--- src/rtl/led_sweep_engine.sv ---
// LED animation engine: self-timed bouncing sweep / fill bar while cooking,
// freeze on pause, and a timed all-LED flash when cooking completes.
module led_sweep_engine #(
    parameter int N_LEDS     = 16,
    parameter int SHIFT_LO   = 22,
    parameter int SHIFT_NORM = 21,
    parameter int SHIFT_HI   = 20,
    parameter int FLASH_CNT  = 6
) (
    input  logic              sys_clk,
    input  logic              sys_rst,
    input  logic              start,
    input  logic              idle,
    input  logic              pause,
    input  logic              done,
    input  logic [1:0]        mode,
    input  logic              style,
    output logic [N_LEDS-1:0] LED,
    output logic              busy
);

    localparam int DIV_W = (SHIFT_LO > SHIFT_NORM)
                         ? ((SHIFT_LO > SHIFT_HI) ? SHIFT_LO : SHIFT_HI)
                         : ((SHIFT_NORM > SHIFT_HI) ? SHIFT_NORM : SHIFT_HI);
    localparam int POS_W = $clog2(N_LEDS);
    localparam int FL_W  = $clog2(FLASH_CNT + 1);

    localparam logic [DIV_W-1:0] TERM_LO   = DIV_W'((64'd1 << SHIFT_LO) - 64'd1);
    localparam logic [DIV_W-1:0] TERM_NORM = DIV_W'((64'd1 << SHIFT_NORM) - 64'd1);
    localparam logic [DIV_W-1:0] TERM_HI   = DIV_W'((64'd1 << SHIFT_HI) - 64'd1);
    localparam logic [POS_W-1:0] POS_MAX    = POS_W'(N_LEDS - 1);
    localparam logic [FL_W-1:0]  FLASH_LAST = FL_W'(FLASH_CNT - 1);

    localparam logic DIR_UP = 1'b0;
    localparam logic DIR_DN = 1'b1;

    typedef enum logic [1:0] {S_IDLE, S_RUN, S_HOLD, S_FLASH} state_t;

    state_t            state_q, state_d;
    logic [POS_W-1:0]  pos_q, pos_d;
    logic              dir_q, dir_d;
    logic [DIV_W-1:0]  div_q, div_d;
    logic [FL_W-1:0]   flash_q, flash_d;
    logic [1:0]        mode_q;
    logic [N_LEDS-1:0] led_d;
    logic [DIV_W-1:0]  term;
    logic              tick_en, tick;

    function automatic logic [N_LEDS-1:0] pattern(input logic [POS_W-1:0] p, input logic fill);
        logic [N_LEDS-1:0] bits;
        bits = '0;
        for (int i = 0; i < N_LEDS; i++)
            bits[i] = fill ? (i <= int'(p)) : (i == int'(p));
        return bits;
    endfunction

    // FLASH always runs at the high rate regardless of mode.
    always_comb begin
        term    = TERM_NORM;
        tick_en = 1'b1;
        if (state_q == S_FLASH) begin
            term = TERM_HI;
        end else begin
            case (mode)
                2'b01:   term = TERM_LO;
                2'b10:   term = TERM_NORM;
                2'b11:   term = TERM_HI;
                default: tick_en = 1'b0;
            endcase
        end
        tick = tick_en && (div_q == term);
    end

    // NOTE: every output of this block gets a default first, so no path can infer a latch.
    always_comb begin
        state_d = state_q;
        pos_d   = pos_q;
        dir_d   = dir_q;
        div_d   = div_q;
        flash_d = flash_q;
        led_d   = LED;

        case (state_q)
            S_IDLE: begin
                led_d = '0;
                pos_d = '0;
                dir_d = DIR_UP;
                div_d = '0;
                if (!idle && start && mode != 2'b00) begin
                    state_d = S_RUN;
                    led_d   = pattern('0, style);
                end
            end

            S_RUN, S_HOLD: begin
                if (idle) begin
                    state_d = S_IDLE;
                    led_d   = '0;
                    pos_d   = '0;
                    dir_d   = DIR_UP;
                    div_d   = '0;
                end else if (done) begin
                    state_d = S_FLASH;
                    flash_d = '0;
                    div_d   = '0;
                    led_d   = '1;
                end else if (state_q == S_HOLD) begin
                    if (!pause) state_d = S_RUN;
                end else if (pause) begin
                    state_d = S_HOLD;
                end else begin
                    if (mode == 2'b00) begin
                        div_d = '0;
                    end else if (tick) begin
                        div_d = '0;
                        if (dir_q == DIR_UP) begin
                            pos_d = pos_q + 1'b1;
                            if (pos_d == POS_MAX) dir_d = DIR_DN;
                        end else begin
                            pos_d = pos_q - 1'b1;
                            if (pos_d == '0) dir_d = DIR_UP;
                        end
                    end else begin
                        div_d = div_q + 1'b1;
                    end
                    led_d = pattern(pos_d, style);
                end
            end

            S_FLASH: begin
                if (idle) begin
                    state_d = S_IDLE;
                    led_d   = '0;
                    div_d   = '0;
                end else if (tick) begin
                    div_d = '0;
                    if (flash_q == FLASH_LAST) begin
                        state_d = S_IDLE;
                        flash_d = '0;
                        led_d   = '0;
                    end else begin
                        flash_d = flash_q + 1'b1;
                        led_d   = ~LED;
                    end
                end else begin
                    div_d = div_q + 1'b1;
                end
            end
        endcase

        // A rate change restarts the divider so the new period starts cleanly.
        if (mode != mode_q) div_d = '0;
    end

    // NOTE: sequential state uses non-blocking assignments only, so all registers update together.
    always_ff @(posedge sys_clk or negedge sys_rst) begin
        if (!sys_rst) begin
            state_q <= S_IDLE;
            pos_q   <= '0;
            dir_q   <= DIR_UP;
            div_q   <= '0;
            flash_q <= '0;
            mode_q  <= 2'b00;
            LED     <= '0;
            busy    <= 1'b0;
        end else begin
            state_q <= state_d;
            pos_q   <= pos_d;
            dir_q   <= dir_d;
            div_q   <= div_d;
            flash_q <= flash_d;
            mode_q  <= mode;
            LED     <= led_d;
            busy    <= (state_d != S_IDLE);
        end
    end

endmodule

--- config.mk ---
export PLATFORM = sky130hd
export DESIGN_NAME = led_sweep_engine
export DESIGN_NICKNAME = d
export VERILOG_FILES = /design/src/rtl/led_sweep_engine.sv
export SDC_FILE = /design/constraint.sdc
export NUM_CORES = 1
export LEC_CHECK = 0
export ABC_AREA = 1
export CAP_MARGIN = 10
export CELL_PAD_IN_SITES_DETAIL_PLACEMENT = 0
export CELL_PAD_IN_SITES_GLOBAL_PLACEMENT = 1
export CORE_ASPECT_RATIO = 0.9
export CORE_UTILIZATION = 28
export CTS_BUF_LIST = sky130_fd_sc_hd__clkbuf_16
export DETAILED_ROUTE_END_ITERATION = 6
export PLACE_DENSITY = 0.62
export SETUP_SLACK_MARGIN = 0.5
export SYNTH_ARGS = -nofsm -noshare
export SYNTH_HDL_FRONTEND = slang
export SYNTH_SLANG_ARGS = --single-unit
export TNS_END_PERCENT = 1
--- constraint.sdc ---
create_clock -name sys_clk -period 2.7 [get_ports sys_clk]
set_input_delay 0.27 -clock sys_clk [delete_from_list [all_inputs] [get_ports sys_clk]]
set_output_delay 0.27 -clock sys_clk [all_outputs]
set_load 0.005 [all_outputs]
==> results of run 1 <==
## cell usage in the layout, fill, tap and decap left out, types with 4 or more instances in the layout
cell and count:
nand2_1 133, inv_1 55, dfrtp_1 47, nand3_1 39
nor2_1 38, buf_4 31, o21ai_0 26, clkdlybuf4s50_1 23
nand2_2 13, o22ai_1 12, o21ai_1 12, a21oi_1 11
nand4_1 10, nand2_4 9, nor2_2 8, nor2_4 8
or2_2 8, xor2_1 8, nor3_1 7, ha_1 7
clkbuf_16 5, dfrtp_2 4
## where the power goes
part | internal, mW | switching (mW) | leakage (nW)
logic | 0.469 | 0.578 | 1.37
registers | 0.886 | 0.0956 | 0.689
clock network | 0.338 | 0.290 | 0.0649
## cell type report
cell class,instances,area (sq um)
tap,160,200
clock buffer,5,125
inverter,61,241
multi-input combinational,377,2110
fill,1307,7600
sequential,51,1280
timing repair buffer,60,542
clock inverter,3,15.0
## critical path, stage by stage (launching register included)
cell and delay, ps:
dfrtp_2 400, ha_4 160, nand2_4 70, nor2_8 120
buf_4 150, nand4_1 120, nor2_2 130, nand3_1 150
nand2_2 110, nand2_4 90, buf_4 160, nor2_4 100
nand3_1 110, nand2_1 90, nand2_1 50, o21ai_1 70
nand2_1 70, nand2_1 50
## metal layers
metal	part of all wire [%]	up-vias	wire length (microns)
met1	54	1622	5150
met4	1.5	0	146
met5	0	-	0
met3	2.8	12	266
li1	-	1738	-
met2	42	53	4040
## flip-flops by register name (all words and copies together), names as in the netlist
signal / cells
LED: 16
busy: 1
dir_q: 1
div_q: 22
flash_q: 3
mode_q: 2
pos_q: 4
state_q: 2
## worst min path at each step
| stage | endpoint | slack [ps] | depth (start not counted) |
|---|---|---|---|
| 2_1_floorplan | LED[0]$_DFFE_PN0P_ | -30 | 0 |
| 3_3_place_gp | LED[10]$_DFFE_PN0P_ | 290 | 2 |
| 3_5_place_dp | LED[10]$_DFFE_PN0P_ | 290 | 2 |
| 4_1_cts | LED[14]$_DFFE_PN0P_ | 510 | 3 |
| 5_1_grt | mode_q[0]$_DFF_PN0_ | 280 | 1 |
| 6_report | mode_q[0]$_DFF_PN0_ | 260 | 1 |
## repair_timing
action	4_1_cts	5_1_grt
setup buffers	13	12
gates resized for setup	25	33
setup endpoints to repair	36	48
hold endpoints to repair	51	0
hold buffers	1	0
pin swaps	15	15
## cell families after synthesis
group | share of synthesized area [%]
simple gates | 37.7
compound gates | 12.3
flops | 36.5
buf+inv | 8.01
fa+ha+maj | 3.22
xor+xnor | 2.25
==> reports/qor.yml, run 1 <==
grt_pass1_vias: 3376
powerDensity_nw_per_um2: 588
ys_seq_elements: 51
syn_inst: 499
max_cap_violations: 0
nNetsFinal: 574
worstSetupEndpoint: "LED[10]$_DFFE_PN0P_"
worst_slack_ps: 433
ant_nets: 0
syn-num-nets: 517
use_met2_pct: 24.0
cts_buffers: 5
place_congestion: 0.871
end_kind: "register"
use_met3_pct: 1.74
cts_root_buffer: "clkbuf_16"
first_iter_violations: 256
min_from: "mode[0]"
vdd_drop_max_mv: 0.337
dp_hpwl_microns: 6830
antenna_found_initial: 0
syn_area_per_cell_sq_um: 7.01
fin_crit_sh_pct: 83.9
first_pass_iters: 5
leakage_nw: 2.13
required_ps: 2930
tns_ps: 0
ff2ff_setup_slack_ps: 430
die_area_sq_um: 12900
syn_to_final_growth_pct: 29.2
timing.rr.end: "LED[10]$_DFFE_PN0P_"
rows: 38
ioPinCount: 26
worstPathArrival_ps: 2490
skew_ps: 13.9
dieHeight_microns: 108
ff2ff_path_depth: 17
synth.largest_area_cell: "dfrtp_1"
async_flop_share_pct: 100
path_max_fanout: 7
synth_warnings: 0
pre_cts_ws_ps: 110
via_per_inst: 4.78
whs_ps: 260
ys_seq_area_share_pct: 36.5
netlist_area_sq_um: 3500
final_util_pct: 37.3
clkLatencyLatePin_ps: 300
slew_headroom_pct: 66.4
ys_top_cells_by_area: "dfrtp_1 36%, nand2_1 16%, inv_1 6.1%"
hold_path.class: "input pin to register"
cts_tree: "built"
synth_common_cells: "145 x nand2_1, 57 x inv_1, 51 x dfrtp_1"
grt_busiest_layer: "met2"
instances_no_fill: 717
initial_core_util_pct: 28.8
chipWidth_microns: 120
drc: 0
finalCriticalPeriod_ps: 2270
tightest_slew_ps: 504
path_class: "register to register"
hold_viol_final: 0
place_area_sq_um: 3970
htreeDepth: 2
synth-main-ff-cell: "dfrtp_1"
cts.sinks: 51
status: "finished clean"
grt_setup_unrepaired: "yes"
grt_max_degree: 52
stdcell_area_sq_um: 4520
cp-start-kind: "register"
ys_types: 43
portBuffers: 25
path_clk_slew_ps: 70
vias: 3425
slew_viol_final: 0
diodes: 0
clock_path_buffers: 2
drt_wl_total_microns: 9610
track_usage_pct: 16.0
setup_violations: 0
synth_edf_count: 0
clock.fmax_mhz: 441
synth_top_area_share_pct: 36.5
crit_start: "div_q[1]$_DFFE_PN0P_"
fp.coreArea_sq_um: 12100
gr-usage-met1_pct: 23.8
drive_above_1_share_pct: 20.1
wl_per_cell_microns: 13.4
grt_pass1_wl_microns: 16700
yosysMostFrequentCell: "nand2_1"
r2r-start: "div_q[1]$_DFFE_PN0P_"
p_total_mw: 2.66
overflow: 0
place_inst: 683
Power figures use the tool's default switching activity.
==> run 2, diff against run 1 <==
==> constraint.sdc (replaced) <==
create_clock -name sys_clk -period 2.3 [get_ports sys_clk]
set_input_delay 0.23 -clock sys_clk [delete_from_list [all_inputs] [get_ports sys_clk]]
set_output_delay 0.23 -clock sys_clk [all_outputs]
set_load 0.005 [all_outputs]
==> reports/qor.yml, run 2 (synthesis results as in run 1) <==
path_clk_slew_ps: 70
layout_commonest_cell: "nand2_1"
tns_ps: 0
track_usage_pct: 15.9
overflow: 0
clock_path_buffers: 2
largest_reg_flops: 22
crit_path_cell_trace: "ha_4 > nand2_4 > nor2_8 > nand3_4 > nor3_4 > nand3_4 > buf_6 > nand2_4 > nand2_4 > inv_4 > nand2_2 > nor2_2 > nor2_1 > nor2_1 > o21ai_1 > nand2_1"
via_per_inst: 4.75
use_met3_pct: 2.16
status: "finished clean"
hold_path.class: "input pin to async pin"
cp_common_cell: "nand2_4"
grt_pass1_wl_microns: 16400
rows: 38
grt_busiest_layer: "met1"
cp-start-kind: "register"
cts_buffers: 5
slew_headroom_pct: 73.2
max_cap_violations: 0
syn_to_final_growth_pct: 34.6
drc: 0
portBuffers: 25
grt_max_degree: 20
pre_cts_ws_ps: -124
first_pass_iters: 4
nNetsFinal: 595
leakage_nw: 2.22
finalCriticalPeriod_ps: 2240
powerDensity_nw_per_um2: 706
largestRegisters: "div_q x22, LED x16, pos_q x4"
ant_nets: 0
multi_input_area_sq_um: 2140
clock.fmax_mhz: 446
slowest_delay_ps: 390
cp_slowest_cell: "dfrtp_1"
initial_core_util_pct: 28.8
gr-usage-met1_pct: 24.2
place_area_sq_um: 4200
cts.sinks: 51
regMostFlops: "div_q"
stdcell_area_sq_um: 4710
use_met2_pct: 23.4
dp_hpwl_microns: 7380
worst_slack_ps: 56.7
htreeDepth: 2
fin_crit_sh_pct: 97.5
setup_violations: 0
dieHeight_microns: 108
slew_viol_final: 0
wl_per_cell_microns: 13.5
cts_root_buffer: "clkbuf_16"
fp.coreArea_sq_um: 12100
cts_tree: "built"
chipWidth_microns: 120
clkLatencyLatePin_ps: 290
worstPathArrival_ps: 2480
tightest_slew_ps: 402
layout_common_cells: "140 x nand2_1, 54 x inv_1, 51 x dfrtp_1, 51 x buf_4, 37 x nor2_1"
drt_wl_total_microns: 9980
fillers: 1276
grt_setup_unrepaired: "yes"
drive_above_1_share_pct: 23.2
vias: 3500
vdd_drop_max_mv: 0.324
antenna_found_initial: 0
end_kind: "register"
path_max_fanout: 7
path_class: "register to register"
first_iter_violations: 320
ioPinCount: 26
grt_pass1_vias: 3236
diodes: 0
hold_viol_final: 0
ff_latch_area_sq_um: 1280
required_ps: 2530
place_congestion: 0.826
die_area_sq_um: 12900
skew_ps: 3.29
-- run 2: cell types whose count changed in the layout (fill, tap and decap cells not counted), sizes merged --
cell	previous run	this run
clkinvlp	1	0
inv	60	61
bufinv	0	1
clkdlybuf4s50	23	24
dlymetal6s2s	1	0
clkinv	3	1
buf	35	56
-- run 2: critical path: cells and delay by family (launching register included) --
kind / cells / cell delay [ps]
adder cells (fa/ha/maj): 1 / 170
flip-flops: 1 / 390
AO/OA/AOI/OAI: 1 / 80
buffers and inverters: 2 / 240
AND/OR/NAND/NOR: 12 / 1300
-- run 2: final timing paths --
kind | startpoint | depth (start not counted) | end | slack, ps
worst max-delay path | div_q[0]$_DFFE_PN0P_ | 16 | LED[3]$_DFFE_PN0P_ | 60
worst min-delay path | sys_rst | 2 | LED[9]$_DFFE_PN0P_ | 390
worst max register to register | div_q[0]$_DFFE_PN0P_ | 16 | LED[3]$_DFFE_PN0P_ | 60
worst min register to register | LED[11]$_DFFE_PN0P_ | 2 | LED[11]$_DFFE_PN0P_ | 500
max in group asynchronous | sys_rst | 3 | flash_q[1]$_DFFE_PN0P_ | 1290
min in group sys_clk | LED[11]$_DFFE_PN0P_ | 2 | LED[11]$_DFFE_PN0P_ | 500
-- run 2: where the power goes --
| part | switching [mW] | internal [mW] |
|---|---|---|
| sequential | 0.113 | 1.04 |
| clock | 0.331 | 0.504 |
| combinational | 0.727 | 0.611 |
| total | 1.17 | 2.15 |
-- run 2: routing by layer --
metal	wire length, microns	part of all wire, %	vias up
met4	129	1.3	0
li1	-	-	1787
met5	0	0	-
met1	5490	55	1668
met3	227	2.3	8
met2	4130	41	37
-- run 2: what timing repair did --
item,CTS,global route
hold endpoints to repair,15,0
hold buffers,1,0
pin swaps,12,27
gates resized for setup,14,42
buffers inserted,8,9
endpoints found under the setup margin,49,49
-- run 2: per-stage QoR --
stage          hold WS, ps  power, mW  utilization, %  cells
6_report               389       3.32            38.8    737
5_1_grt                452       3.58            38.8    737
4_1_cts                410       3.25            37.0    728
3_5_place_dp           188       2.38            34.6    712
3_3_place_gp           180       2.38            34.6    712
2_1_floorplan        -65.6       1.81               -    499
-- run 2: final cells by class --
class / count / area share [%]
clock buffers: 5 / 2.66
clock inverters: 2 / 0.718
inverters: 61 / 5.00
multi-input cells: 377 / 45.6
flip-flops and latches: 51 / 27.1
well taps: 160 / 4.25
repair buffers: 81 / 14.7
